File: src/rtl/ddr2_req_queue_if.sv
// ddr2_req_queue_if: user request/response port and controller c_* bus of the DDR2 request queue
// slave  : the queue side (accepts u_* requests, drives c_* requests and r_* responses)
// master : the environment side (user logic plus the DDR2 controller)
interface ddr2_req_queue_if #(
    parameter int DEPTH  = 4,
    parameter int ADDR_W = 26,
    parameter int DATA_W = 64
);
    logic                     u_valid;
    logic                     u_ready;
    logic                     u_we;
    logic [ADDR_W-1:0]        u_addr;
    logic [DATA_W-1:0]        u_wdata;
    logic                     r_valid;
    logic [DATA_W-1:0]        r_data;
    logic [$clog2(DEPTH):0]   count;
    logic                     busy;
    logic [ADDR_W-1:0]        c_addr;
    logic [DATA_W-1:0]        c_data_in;
    logic                     c_rd_req;
    logic                     c_wr_req;
    logic                     c_rdy;
    logic                     c_ack;
    logic [DATA_W-1:0]        c_data_out;

    modport slave (
        input  u_valid, u_we, u_addr, u_wdata, c_rdy, c_ack, c_data_out,
        output u_ready, r_valid, r_data, count, busy, c_addr, c_data_in, c_rd_req, c_wr_req
    );

    modport master (
        output u_valid, u_we, u_addr, u_wdata, c_rdy, c_ack, c_data_out,
        input  u_ready, r_valid, r_data, count, busy, c_addr, c_data_in, c_rd_req, c_wr_req
    );
endinterface

File: src/rtl/ddr2_req_queue.sv
// ddr2_req_queue: in-order request FIFO feeding one DDR2 controller transaction at a time
// clk, rst : system clock, asynchronous active-high reset
// bus      : u_valid/u_ready/u_we/u_addr/u_wdata request port, r_valid/r_data read return,
//            count/busy status, c_addr/c_data_in/c_rd_req/c_wr_req/c_rdy/c_ack/c_data_out controller bus
module ddr2_req_queue #(
    parameter int DEPTH  = 4,
    parameter int ADDR_W = 26,
    parameter int DATA_W = 64
) (
    input  logic clk,
    input  logic rst,
    ddr2_req_queue_if.slave bus
);
    localparam int PW = $clog2(DEPTH);
    localparam int CW = PW + 1;

    typedef enum logic [1:0] {Q_IDLE, Q_REQ, Q_HOLD} state_t;

    state_t            state, state_n;
    logic [PW-1:0]     wptr, rptr;
    logic [CW-1:0]     count_n;
    logic              we_mem   [DEPTH];
    logic [ADDR_W-1:0] addr_mem [DEPTH];
    logic [DATA_W-1:0] data_mem [DEPTH];
    logic              push, pop;
    logic [ADDR_W-1:0] c_addr_n;
    logic [DATA_W-1:0] c_data_in_n, r_data_n;
    logic              c_rd_req_n, c_wr_req_n, r_valid_n;

    assign push    = bus.u_valid && bus.u_ready;
    assign count_n = bus.count + CW'(push) - CW'(pop);

    always_comb begin
        state_n     = state;
        pop         = 1'b0;
        c_addr_n    = bus.c_addr;
        c_data_in_n = bus.c_data_in;
        c_rd_req_n  = bus.c_rd_req;
        c_wr_req_n  = bus.c_wr_req;
        r_valid_n   = 1'b0;
        r_data_n    = bus.r_data;
        case (state)
            Q_IDLE: if (bus.count != '0 && bus.c_rdy) begin
                c_addr_n    = addr_mem[rptr];
                c_data_in_n = data_mem[rptr];
                c_wr_req_n  = we_mem[rptr];
                c_rd_req_n  = !we_mem[rptr];
                state_n     = Q_REQ;
            end
            Q_REQ: if (bus.c_ack) begin
                c_rd_req_n = 1'b0;
                c_wr_req_n = 1'b0;
                r_valid_n  = bus.c_rd_req;
                r_data_n   = bus.c_rd_req ? bus.c_data_out : bus.r_data;
                state_n    = Q_HOLD;
            end
            // The entry stays at the head (and c_addr/c_data_in stay put) until the
            // controller is idle again, since it samples write data after acking.
            Q_HOLD: if (bus.c_rdy) begin
                pop     = 1'b1;
                state_n = Q_IDLE;
            end
            default: state_n = Q_IDLE;
        endcase
    end

    always_ff @(posedge clk or posedge rst) begin
        if (rst) begin
            state         <= Q_IDLE;
            wptr          <= '0;
            rptr          <= '0;
            bus.count     <= '0;
            bus.u_ready   <= 1'b1;
            bus.busy      <= 1'b0;
            bus.c_addr    <= '0;
            bus.c_data_in <= '0;
            bus.c_rd_req  <= 1'b0;
            bus.c_wr_req  <= 1'b0;
            bus.r_valid   <= 1'b0;
            bus.r_data    <= '0;
        end else begin
            state         <= state_n;
            wptr          <= wptr + PW'(push);
            rptr          <= rptr + PW'(pop);
            bus.count     <= count_n;
            bus.u_ready   <= count_n != CW'(DEPTH);
            bus.busy      <= (count_n != '0) || (state_n != Q_IDLE);
            bus.c_addr    <= c_addr_n;
            bus.c_data_in <= c_data_in_n;
            bus.c_rd_req  <= c_rd_req_n;
            bus.c_wr_req  <= c_wr_req_n;
            bus.r_valid   <= r_valid_n;
            bus.r_data    <= r_data_n;
        end
    end

    always_ff @(posedge clk) begin
        if (push) begin
            we_mem[wptr]   <= bus.u_we;
            addr_mem[wptr] <= bus.u_addr;
            data_mem[wptr] <= bus.u_wdata;
        end
    end
endmodule

File: src/flat_wrapper.sv
// flat-port wrapper written by rule: the top's interface ports become plain ports
module ddr2_req_queue_flat 
#(
    parameter int DEPTH  = 4,
    parameter int ADDR_W = 26,
    parameter int DATA_W = 64
)
  (clk, rst, bus_u_valid, bus_u_we, bus_u_addr, bus_u_wdata, bus_c_rdy, bus_c_ack, bus_c_data_out, bus_u_ready, bus_r_valid, bus_r_data, bus_count, bus_busy, bus_c_addr, bus_c_data_in, bus_c_rd_req, bus_c_wr_req);
  ddr2_req_queue_if #(.DEPTH(DEPTH), .ADDR_W(ADDR_W), .DATA_W(DATA_W)) bus_i ();
  input  logic clk;
  input  logic rst;
  input wire logic [$bits(bus_i.u_valid)-1:0] bus_u_valid;
  input wire logic [$bits(bus_i.u_we)-1:0] bus_u_we;
  input wire logic [$bits(bus_i.u_addr)-1:0] bus_u_addr;
  input wire logic [$bits(bus_i.u_wdata)-1:0] bus_u_wdata;
  input wire logic [$bits(bus_i.c_rdy)-1:0] bus_c_rdy;
  input wire logic [$bits(bus_i.c_ack)-1:0] bus_c_ack;
  input wire logic [$bits(bus_i.c_data_out)-1:0] bus_c_data_out;
  output wire logic [$bits(bus_i.u_ready)-1:0] bus_u_ready;
  output wire logic [$bits(bus_i.r_valid)-1:0] bus_r_valid;
  output wire logic [$bits(bus_i.r_data)-1:0] bus_r_data;
  output wire logic [$bits(bus_i.count)-1:0] bus_count;
  output wire logic [$bits(bus_i.busy)-1:0] bus_busy;
  output wire logic [$bits(bus_i.c_addr)-1:0] bus_c_addr;
  output wire logic [$bits(bus_i.c_data_in)-1:0] bus_c_data_in;
  output wire logic [$bits(bus_i.c_rd_req)-1:0] bus_c_rd_req;
  output wire logic [$bits(bus_i.c_wr_req)-1:0] bus_c_wr_req;
  assign bus_i.u_valid = bus_u_valid;
  assign bus_i.u_we = bus_u_we;
  assign bus_i.u_addr = bus_u_addr;
  assign bus_i.u_wdata = bus_u_wdata;
  assign bus_i.c_rdy = bus_c_rdy;
  assign bus_i.c_ack = bus_c_ack;
  assign bus_i.c_data_out = bus_c_data_out;
  assign bus_u_ready = bus_i.u_ready;
  assign bus_r_valid = bus_i.r_valid;
  assign bus_r_data = bus_i.r_data;
  assign bus_count = bus_i.count;
  assign bus_busy = bus_i.busy;
  assign bus_c_addr = bus_i.c_addr;
  assign bus_c_data_in = bus_i.c_data_in;
  assign bus_c_rd_req = bus_i.c_rd_req;
  assign bus_c_wr_req = bus_i.c_wr_req;
  ddr2_req_queue #(.DEPTH(DEPTH), .ADDR_W(ADDR_W), .DATA_W(DATA_W)) u_core (.clk(clk), .rst(rst), .bus(bus_i));
endmodule
File: config.mk
export PLATFORM = sky130hd
export DESIGN_NAME = ddr2_req_queue_flat
export DESIGN_NICKNAME = d
export VERILOG_FILES = /design/src/rtl/ddr2_req_queue_if.sv /design/src/rtl/ddr2_req_queue.sv /design/src/flat_wrapper.sv
export SDC_FILE = /design/constraint.sdc
export NUM_CORES = 1
export LEC_CHECK = 0
export ABC_AREA = 1
export CAP_MARGIN = 20
export CORE_MARGIN = 8
export CORE_UTILIZATION = 40
export CTS_BUF_LIST = sky130_fd_sc_hd__clkbuf_8
export CTS_CLUSTER_SIZE = 20
export DETAILED_ROUTE_END_ITERATION = 12
export SLEW_MARGIN = 30
export SYNTH_ARGS = -nofsm -noshare
export SYNTH_HDL_FRONTEND = slang
export SYNTH_SLANG_ARGS = --single-unit
File: constraint.sdc
create_clock -name clk -period 10.27 [get_ports clk]
set_input_delay 2.054 -clock clk [delete_from_list [all_inputs] [get_ports clk]]
set_output_delay 2.054 -clock clk [all_outputs]
set_load 0.03 [all_outputs]
# Word-level counts from Yosys, hierarchy flattened
# Memories as Yosys holds them, arrays and structs flattened. A register that Yosys moved wholly into a read port is not among the register bits.
# Index checks and enable logic that the tools add are counted.
# classes
n_addsub	4
n_eq_ne	5
muxes	15
reduce_logical	12
# op_table
operator	n
1-bit two-way mux	9
2-bit two-way mux	3
2-bit case mux with 3 select lines	1
3-bit AND reduction	2
3-bit nonzero test	2
2-bit by 1-bit adder with 2-bit output	2
1-bit case mux with 2 select lines	2
2-bit nonzero test	2
3-bit by 1-bit adder with 3-bit output	1
3-bit inequality test (second input constant)	1
3-bit by 1-bit subtractor with 3-bit output	1
2-bit by 1-bit equality test with 1-bit output (second input constant)	1
2-bit equality test (second input constant)	1
1-bit logical AND	2
2-bit logical NOT	1
2-bit by 1-bit inequality test with 1-bit output (second input constant)	1
2-bit inequality test (second input constant)	1
2-bit AND reduction	1
1-bit logical NOT	1
1-bit logical OR	1
# totals
register_bits	78
ram_bits	364
n_memories	3
output_inout_bits	162
wordCells	49
input_bits	160
# mem_list
memory	words	width	rd	rd_ports_with_merged_regs	write_ports	line	text
u_core.data_mem	4	64	1	1	1	ddr2_req_queue.sv:24	logic [DATA_W-1:0] data_mem [DEPTH];
u_core.addr_mem	4	26	1	1	1	ddr2_req_queue.sv:23	logic [ADDR_W-1:0] addr_mem [DEPTH];
u_core.we_mem	4	1	1	0	1	ddr2_req_queue.sv:22	logic we_mem [DEPTH];

# Depth between registers and ports, before layout
# depth
depth_word	6
depth_mapped	13
ltp_nobuf	13

# Worst setup path before layout
# Ideal clock, no wire load.
# synth_timing
kind	input to register
startpoint	input port bus_u_valid
endpoint	memory u_core.addr_mem[0][0] (enable)
arrival_ps	8322
required_time_ps	9617
setup_ps	653
path_stages	2
n_path_buf	0
setup_slack_ps	1295
path_cell_list	nand2_1 nor3_1
# synth_between
elab_chain_cells	3
# synth_lines
element	line	text
start: declaration	flat_wrapper.sv:12	input wire logic [$bits(bus_i.u_valid)-1:0] bus_u_valid;
1-bit logical AND	ddr2_req_queue.sv:30	assign push = bus.u_valid && bus.u_ready;
1-bit two-way mux	ddr2_req_queue.sv:98	if (push) begin
1-bit two-way mux (not written as such)	ddr2_req_queue.sv:100	addr_mem[wptr] <= bus.u_addr;
end: declaration	ddr2_req_queue.sv:23	
# Every way passes these cells.

# Final worst setup path
# layout_timing
startpoint	input port bus_u_valid
endpoint	memory u_core.data_mem[1][26] (enable)
# layout_between
elab_chain_cells	3
# layout_lines
element	line	text
1-bit logical AND	ddr2_req_queue.sv:30	
1-bit two-way mux	ddr2_req_queue.sv:98	
1-bit two-way mux (not written as such)	ddr2_req_queue.sv:101	data_mem[wptr] <= bus.u_wdata;
end: declaration	ddr2_req_queue.sv:24	
# Every way passes these cells.

==> results.sh <==
export IMPL_htree_levels=3
export IMPL_yosys_warnings=0
export IMPL_max_slew_margin_pct=38.5
export IMPL_drt_total_wl_microns=53500
export IMPL_dr_first_iter_drc_count=859
export IMPL_gp_congestion=0.784
export IMPL_clk_latency_ns=0.66
export IMPL_post_route_drc_count=0
export IMPL_dpl_instance_area_sq_um=25000
export IMPL_gr_usage_all_layers_pct=17.3
export IMPL_netlist_instances=2061
export IMPL_grt_pass1_wl_microns=81600
export IMPL_finalSetupViolCount=0
export IMPL_cts_hold_buf=0
export IMPL_yosysTopAreaCell="edfxtp_1"
export IMPL_gr_total_overflow=0
export IMPL_grt_pass1_vias=14418
export IMPL_critPathArrivalTime_ns=4.37
export IMPL_crit_family="buffers and inverters"
export IMPL_clk_root_buffer_cell="clkbuf_8"
export IMPL_power_density_nw_per_um2=302
export IMPL_swShare_pct=39.1
export IMPL_viasPerCell=4.59
export IMPL_synth_area_leaders="edfxtp_1 (51%), nand2_1 (20%), dfrtp_1 (20%), inv_1 (3.4%), nand3_1 (2.3%)"
export IMPL_final_core_util_pct=51.0
export IMPL_rows=84
export IMPL_hp_start="u_core.bus.c_data_in[11]"
export IMPL_fin_crit_sh_pct=40.1
export IMPL_period_needed_ns=4.12
export IMPL_port_buffers=321
export IMPL_synth_cell_types=21
export IMPL_skew_ns=0.0400
export IMPL_end_kind="register"
export IMPL_cpPeakStageDelay_ns=0.79
export IMPL_cts_buffers=88
export IMPL_via_count=14520
export IMPL_ant_nets=0
export IMPL_cts_setup_buffers=0
export IMPL_status="completed"
export IMPL_core_area_sq_um=52600
export IMPL_dr_pass1_iters=5
export IMPL_synth_avg_cell_area_sq_um=10.3
export IMPL_seq_area_frac_synth_pct=71.2
export IMPL_path_cells="clkdlybuf4s50_1 -> nand2_1 -> nor3_2 -> buf_4 -> buf_4"
export IMPL_internal_power_uw=4940
export IMPL_crit_path_start="bus_u_valid"
export IMPL_setup_slack_ns=6.15
export IMPL_grt_max_degree=103
export IMPL_power_frac_comb_pct=37.8
export IMPL_power_leakage_uw=0.0122
export IMPL_drive_above_1_share_pct=6.52
export IMPL_power_uw=8100
export IMPL_slowest_stage="buf_4"
export IMPL_ctsResizeCount=0
export IMPL_cts_sink_count=532
export IMPL_dpl_hpwl_microns=31500
export IMPL_finish_instance_area_sq_um=26800
export IMPL_syn_to_final_growth_pct=26.2
export IMPL_die_w_microns=246
export IMPL_wl_per_cell_microns=16.9
export IMPL_reg2reg_from="u_core.bus.u_ready"
export IMPL_initial_utilization_pct=40.4
export IMPL_tightest_slew_ns=0.922
export IMPL_max_freq_mhz=243
export IMPL_path_max_fanout=52
export IMPL_rsz0062_at_grt="false"
export IMPL_final_setup_tns_ns=0
export IMPL_clkPwrFrac_pct=22.8
export IMPL_cts_tree="yes"
export IMPL_path_buf_inv=3
export IMPL_cp_start_kind="input port"
export IMPL_post_place_ws_ns=5.50
export IMPL_yosys_area_top_type_share_pct=51.4
export IMPL_die_h_microns=246
export IMPL_antenna_found_initial=7
export IMPL_cp_common_cell="buf_4"
export IMPL_vdd_drop_max_v=0.000198
export IMPL_nNetsFinal=2561
export IMPL_crit_required_ns=10.52
export IMPL_hold_class="reg -> reg"
export IMPL_pwr_share_seq_pct=39.3
export IMPL_cts_clk_slew_worst_paths_ns=0.05
export IMPL_crit_type="in -> reg"
export IMPL_syn_nets=2226
export IMPL_synth_area_sq_um=21200
export IMPL_io_pins=322
export IMPL_ys_ff_latch=532
export IMPL_die_area_sq_um=60700
export IMPL_max_clock_path_buffers=3
export IMPL_maxCapViolCount=0
export IMPL_power_switching_uw=3170
export IMPL_final_hold_viol_count=0
export IMPL_slew_violations=0
## routing by layer
layer,track usage (%),vias up,part of all wire [%]
met1,22.1,6805,44
met2,28.1,478,46
met5,0,-,0.095
li1,-,7139,-
met3,4.64,90,7.8
met4,6.29,8,2.2
## registers in the layout (all words and copies together), names as in the netlist, 2 cells and up
register              flops
u_core.bus.c_data_in     64
u_core.bus.count          3
u_core.we_mem             4
u_core.bus.r_data        64
u_core.addr_mem         104
u_core.data_mem         256
u_core.rptr               2
u_core.bus.c_addr        26
u_core.wptr               2
u_core.state              2
## worst reg2reg max path: cells and delay by family, from the launching register on
kind          cells  cell delay [ns]
buf+inv           2             1.37
flops             1             0.59
simple gates      2             0.33
## area by class of cell
class | instances | area [sq um]
clock buffer | 104 | 1430
fill | 4707 | 25700
multi-input combinational | 1237 | 4880
antenna | 4 | 10.0
inverter | 198 | 758
clock inverter | 61 | 368
sequential | 532 | 15100
timing repair buffer | 339 | 3360
tap | 688 | 861
## power groups by stage
stage          combinational, uW  clock (uW)  sequential [uW]
3_3_place_gp                3080           0             3220
4_1_cts                     3130        1910             3190
5_1_grt                     3390        2010             3250
6_report                    3070        1850             3190
2_1_floorplan               1420           0             3770
3_5_place_dp                3120           0             3230
## Yosys cell counts, drive strengths merged
cell and count:
nand3b 1, nand2 1119, nand3 98, fa 1
dfrtp 167, clkbuf 5, ha 4, dfstp 1
nor3 5, nor2 6, nand4 1, inv 197
xor2 2, buf 89, edfxtp 364, clkinv 1
## stage by stage
stage               hold slack (ns)  instances
finish                        0.471       3163
floorplan                     0.483       2061
CTS                           0.480       3159
global placement              0.461       2994
detailed placement            0.464       2994
global route                  0.491       3161
## cells by family (layout without fill, tap and decap cells)
kind of cell | Yosys count | in the layout | synth area share [%]
xor gates and xnor gates | 2 | 2 | 0.0825
adders and majority gates | 5 | 5 | 0.330
buffers and inverters | 292 | 702 | 5.97
DFF | 532 | 532 | 71.2
other | 0 | 4 | 0
and+or+nand+nor | 1230 | 1230 | 22.4
## layout by cell type (no fill, tap or decap), types with 3 or more instances in the layout
master,synthesis,final
ha_1,4,4
diode_2,0,4
clkdlybuf4s50_1,0,321
edfxtp_1,364,364
nand3_1,98,97
clkinv_1,1,8
bufinv_16,0,3
nor3_2,0,4
inv_8,0,3
nor2_1,5,5
nand2_1,1119,1119
clkinvlp_4,0,8
clkbuf_8,0,104
inv_1,195,221
buf_4,5,14
dfrtp_1,167,165
buf_6,8,4
clkinv_2,0,12
## worst paths after layout
kind                                             to  slack [ns]  cells past startpoint
min                        u_core.bus.c_data_in[11]        0.47                      2
max                          u_core.data_mem[1][26]        6.15                      5
max in group asynchronous            u_core.rptr[1]        7.02                      3
min in group asynchronous      u_core.bus.r_data[8]        1.96                      2
max reg2reg                  u_core.data_mem[1][26]        7.53                      4
min reg2reg                u_core.bus.c_data_in[11]        0.47                      2
Power figures use the tool's default switching activity.
